`src/rtl/divider32bu.sv`:
```
// Sequential 32-bit unsigned restoring divider, one quotient bit per clock.
// Latency: 33 edges from the capture edge to finish (2 edges for a zero divisor).
// Handshake: start is sampled only in IDLE; busy covers capture..DONE; finish pulses for one cycle.
//
// Ports:
//   clk, rst        rising-edge clock, synchronous active-high reset
//   a, b            dividend and divisor (unsigned), captured on start in IDLE
//   start           request pulse (or held high for back-to-back operation)
//   q, r            registered quotient / remainder, held until the next capture
//   finish          one-cycle pulse while q/r are freshly valid
//   busy            high from the capture edge until finish deasserts
//   dz              divide-by-zero flag, valid with finish
module divider32bu (
    input  logic        clk,
    input  logic        rst,
    input  logic [31:0] a,
    input  logic [31:0] b,
    input  logic        start,
    output logic [31:0] q,
    output logic [31:0] r,
    output logic        finish,
    output logic        busy,
    output logic        dz
);

    typedef enum logic [1:0] {
        IDLE = 2'd0,
        CALC = 2'd1,
        DONE = 2'd2
    } state_t;

    state_t      state;
    state_t      state_nxt;

    logic [31:0] qreg;      // dividend in, quotient bits shifted in from the LSB
    logic [31:0] breg;      // divisor
    logic [31:0] rem;       // partial remainder; always < divisor, so 32 bits hold it
    logic [5:0]  cnt;       // iteration counter

    logic [32:0] rem_sh;    // shifted remainder needs the 33rd bit before the subtract
    logic [32:0] trial;
    logic [31:0] rem_nxt;
    logic [31:0] qreg_nxt;
    logic        last_iter;
    logic        div_zero;

    // One restoring step. When the trial goes negative, rem_sh < divisor,
    // so its bit 32 is zero and nothing is lost by keeping only 32 bits.
    always_comb begin
        rem_sh    = {rem, qreg[31]};
        trial     = rem_sh - {1'b0, breg};
        rem_nxt   = trial[32] ? rem_sh[31:0] : trial[31:0];
        qreg_nxt  = {qreg[30:0], ~trial[32]};
        last_iter = (cnt == 6'd31);
        div_zero  = (breg == 32'd0);
    end

    always_ff @(posedge clk) begin
        if (rst) begin
            state <= IDLE;
        end else begin
            state <= state_nxt;
        end
    end

    // A zero divisor still spends one CALC cycle: that cycle detects the zero
    // and loads the fixed result, putting DONE one cycle after capture.
    always_comb begin
        state_nxt = state;
        case (state)
            IDLE:    if (start) state_nxt = CALC;
            CALC:    if (div_zero || last_iter) state_nxt = DONE;
            DONE:    state_nxt = IDLE;
            default: state_nxt = IDLE;
        endcase
    end

    assign busy = (state != IDLE);

    always_ff @(posedge clk) begin
        if (rst) begin
            qreg   <= 32'd0;
            breg   <= 32'd0;
            rem    <= 32'd0;
            cnt    <= 6'd0;
            q      <= 32'd0;
            r      <= 32'd0;
            dz     <= 1'b0;
            finish <= 1'b0;
        end else begin
            case (state)
                IDLE: begin
                    finish <= 1'b0;
                    if (start) begin
                        qreg <= a;
                        breg <= b;
                        rem  <= 32'd0;
                        cnt  <= 6'd0;
                        q    <= 32'd0;
                        r    <= 32'd0;
                        dz   <= 1'b0;
                    end
                end
                CALC: begin
                    if (div_zero) begin
                        // qreg still holds the untouched dividend here
                        q      <= 32'hFFFF_FFFF;
                        r      <= qreg;
                        dz     <= 1'b1;
                        finish <= 1'b1;
                    end else begin
                        qreg <= qreg_nxt;
                        rem  <= rem_nxt;
                        cnt  <= cnt + 6'd1;
                        if (last_iter) begin
                            q      <= qreg_nxt;
                            r      <= rem_nxt;
                            finish <= 1'b1;
                        end
                    end
                end
                default: begin
                    finish <= 1'b0;
                end
            endcase
        end
    end

endmodule

```
`config.mk`:
```
export PLATFORM = sky130hd
export DESIGN_NAME = divider32bu
export DESIGN_NICKNAME = d
export VERILOG_FILES = /design/src/rtl/divider32bu.sv
export SDC_FILE = /design/constraint.sdc
export NUM_CORES = 1
export LEC_CHECK = 0
export BUFFER_PORTS_ARGS = -buffer_cell sky130_fd_sc_hd__buf_2
export CORE_MARGIN = 10
export CORE_UTILIZATION = 40
export DETAILED_ROUTE_END_ITERATION = 12
export SETUP_SLACK_MARGIN = 0.1
export SYNTH_ARGS = -nofsm -noshare
export SYNTH_HDL_FRONTEND = slang
export SYNTH_SLANG_ARGS = --single-unit
```
`constraint.sdc`:
```
create_clock -name clk -period 6.3 [get_ports clk]
set_clock_uncertainty 0.15 [all_clocks]
set_input_delay 0.945 -clock clk [delete_from_list [all_inputs] [get_ports clk]]
set_output_delay 0.945 -clock clk [all_outputs]
set_load 0.005 [all_outputs]
```
==> results.toml <==
[pwr]
combPwrFrac = 0.302
netSwitchingPower_uw = 1151
p_int_uw = 2137
ir_worst_vdd_uv = 163.1
clockPowerShare = 0.324
p_leak_uw = 0.004243
sw_frac_of_total = 0.3500
power_uw = 3288
p_per_area_nw_per_um2 = 321.6
seqPwrFrac = 0.374

[placed_design]
placement.io_buffers = 133
post-dp-hpwl_um = 20600
gp_congestion = 0.9162
dp.cells = 1477

[finish]
multi_input_area_sq_um = 4951
final_cell_mix = "nand2_1 (196), dfxtp_1 (170), buf_2 (132), a21oi_1 (130), nor2_1 (107)"
drive_gt1_frac = 0.1676
final_util = 0.4685
layoutNonFillerInstCount = 1510
area_growth_pct = 15.49
regArea_sq_um = 3403
final_common_cell = "nand2_1"
fin_nets = 1317
fill_cells = 2252

[timing]
slew_violations = 0
period_needed_ns = 3.969
max_slew_margin = 0.2360
rsz0062_at_grt = "no"
final-hold-violation-count = 0
worstMarginPinSlew_ns = 1.143
max_freq_mhz = 251.9
fin_crit_sh = 0.6301
setup_viol = 0
tns_ns = 0

[die]
pin_count = 134
start_util = 0.4057
die-area_sq_um = 28490
die_x_um = 168.8
die_y_um = 168.8
core_sq_um = 21820
rows = 54

[cts]
cts_buffers = 17
ctsResizeCount = 0
clock_path_buffers = 2
cts_tree = "yes"
cts.clk_slew.worst_paths_ns = 0.07
postCtsHoldBufs = 0
cts.sinks = 170
htreeDepth = 4
cts-root-buf = "clkbuf_16"
cts_setup_buffers = 0
clock_latency_ns = 0.43

[critical_path]
slowest_delay_ns = 0.58
crit_chain = "inv_1, ha_1, fa_1, nand2b_1, a21o_1, a2111o_1, a21oi_2, or4_4, nand3_4, nor2_1, a21oi_1, a211oi_1"
critPathArrivalTime_ns = 4.16
cp_slowest_cell = "nor2_1"
critPathMaxFanout = 49
startpoint_type = "flop"
crit_required_ns = 6.49
timing_worst_setup_path_type = "reg2reg"
worstSetupEndpointType = "flop"
cp_top_family = "simple AND/OR/NAND/NOR gates"
worst-path-buf-inv = 1

[global_route]
grt-ovfl-total = 0
grt_util_all_layers = 0.1974
antenna_found_initial = 2
grt_pass1_wl_um = 45700
grt_pass1_vias = 8199
met1_usage = 0.2621
grt_max_degree = 70
use_met2 = 0.3115
use_met3 = 0.04748
top_usage_layer = "met2"

[synth]
synth.cell_area_sq_um = 8853
synthFlopType = "dfxtp_1"
yosysSeqAreaShare = 0.3844
synth_cells = 1129
synthDistinctLibCells = 73
synth_edf_count = 0
yosysWarnings = 0
async_reset_ff_frac = 0
ys_ff_latch = 170
avgSynthCellArea_sq_um = 7.842
syn_nets = 1230

[flow_run]
maxCapViolations = 0

[detailed_routing]
drt_wl_total_um = 28450
first_pass_iters = 5
drc = 0
drtAntennaViolNets = 0
viasPerCell = 5.519
drtIter0Drc = 689
wl_per_cell_um = 18.84
vias = 8333

[min_path]
min_path_type = "reg2reg"

[run_status]
status = "finished, final reports clean"
## logic make-up (layout without fill, tap and decap cells)
kind of cell,after synthesis,count (layout),share of synthesized area
AND/OR/NAND/NOR,398,398,0.1946
AO/OA/AOI/OAI,351,351,0.2538
flip-flops,170,170,0.3844
buffers and inverters,121,221,0.05921
adder cells (fa/ha/maj),34,34,0.04890
XOR/XNOR,32,32,0.03166
multiplexers,23,23,0.02742
other,0,1,0
## per-stage QoR
step	hold WS, ns	setup WS (ns)	area, sq um
6_report	0.2982	2.331	10220
5_1_grt	0.3154	2.060	10220
3_5_place_dp	0.2934	2.396	9632
3_3_place_gp	0.2864	2.455	9632
4_1_cts	0.3030	2.361	10220
2_1_floorplan	0.2925	3.215	8853
## Yosys cell counts (3+ instances only)
cell type / instances / area, sq um
inv_1: 43 / 161.4
o21a_1: 8 / 60.06
dfxtp_1: 170 / 3403
a22o_1: 3 / 26.28
o21ai_0: 52 / 260.3
a31oi_1: 4 / 25.02
nand3_1: 17 / 85.08
or3_1: 3 / 18.77
buf_2: 14 / 70.07
or2_2: 5 / 31.28
or2b_1: 3 / 22.52
nor4_1: 8 / 50.05
a211oi_1: 53 / 397.9
clkbuf_1: 56 / 210.2
a211o_1: 3 / 26.28
a2111oi_0: 3 / 26.28
nor2_1: 108 / 405.4
nand4_1: 7 / 43.79
nand2b_1: 5 / 31.28
and2_1: 7 / 43.79
ha_1: 33 / 412.9
mux2i_1: 13 / 130.1
buf_1: 3 / 11.26
nor3_1: 18 / 90.09
a311oi_1: 9 / 78.83
a21o_1: 12 / 90.09
a21oi_1: 130 / 650.6
a221oi_1: 7 / 61.31
and3_1: 4 / 25.02
mux2_2: 8 / 90.09
nor2b_1: 5 / 31.28
xnor2_1: 20 / 175.2
xor2_1: 12 / 105.1
o211ai_1: 37 / 277.8
nand2_1: 197 / 739.5
## layout make-up
class,instances,area share
multi-input combinational,838,0.4842
tap,280,0.03426
antenna,1,0.0002447
clock inverter,15,0.01615
sequential,170,0.3328
timing repair buffer,146,0.07489
clock buffer,17,0.04161
inverter,43,0.01579
## layer usage
layer | part of all wire | routed length [um]
met3 | 0.053 | 1518
met4 | 0.019 | 533
met1 | 0.47 | 13300
met5 | 0.00028 | 8
met2 | 0.46 | 13090
## worst min-delay path, cell delays in order, from the launching register on
cell     delay [ns]
dfxtp_1        0.31
nand2_1        0.05
a21oi_1        0.05
## state kept, by name, summed over array words and instances, names as in the netlist
signal and cells:
q 32, r 32, finish 1, rem 32, cnt 6, qreg 32
breg 32, state 2, dz 1
## power groups by stage
stage	Clock (uW)	Combinational [uW]	Sequential, uW
after floorplan	0	769	1220
after global placement	0	982	1250
after detailed placement	0	986	1250
after CTS	1080	993	1230
after global routing	1130	1100	1240
final	1070	994	1230
## path summary, 6_finish.rpt
check,slack (ns),end,cells after the start,startpoint
max reg2reg,2.33,r[17]$_SDFFE_PP0P_,12,qreg[31]$_SDFFE_PP0P_
min,0.30,q[31]$_SDFFE_PP0P_,2,q[31]$_SDFFE_PP0P_
min reg2reg,0.30,q[31]$_SDFFE_PP0P_,2,q[31]$_SDFFE_PP0P_
max,2.33,r[17]$_SDFFE_PP0P_,12,qreg[31]$_SDFFE_PP0P_
No activity file was read; power rests on OpenSTA's default activity.
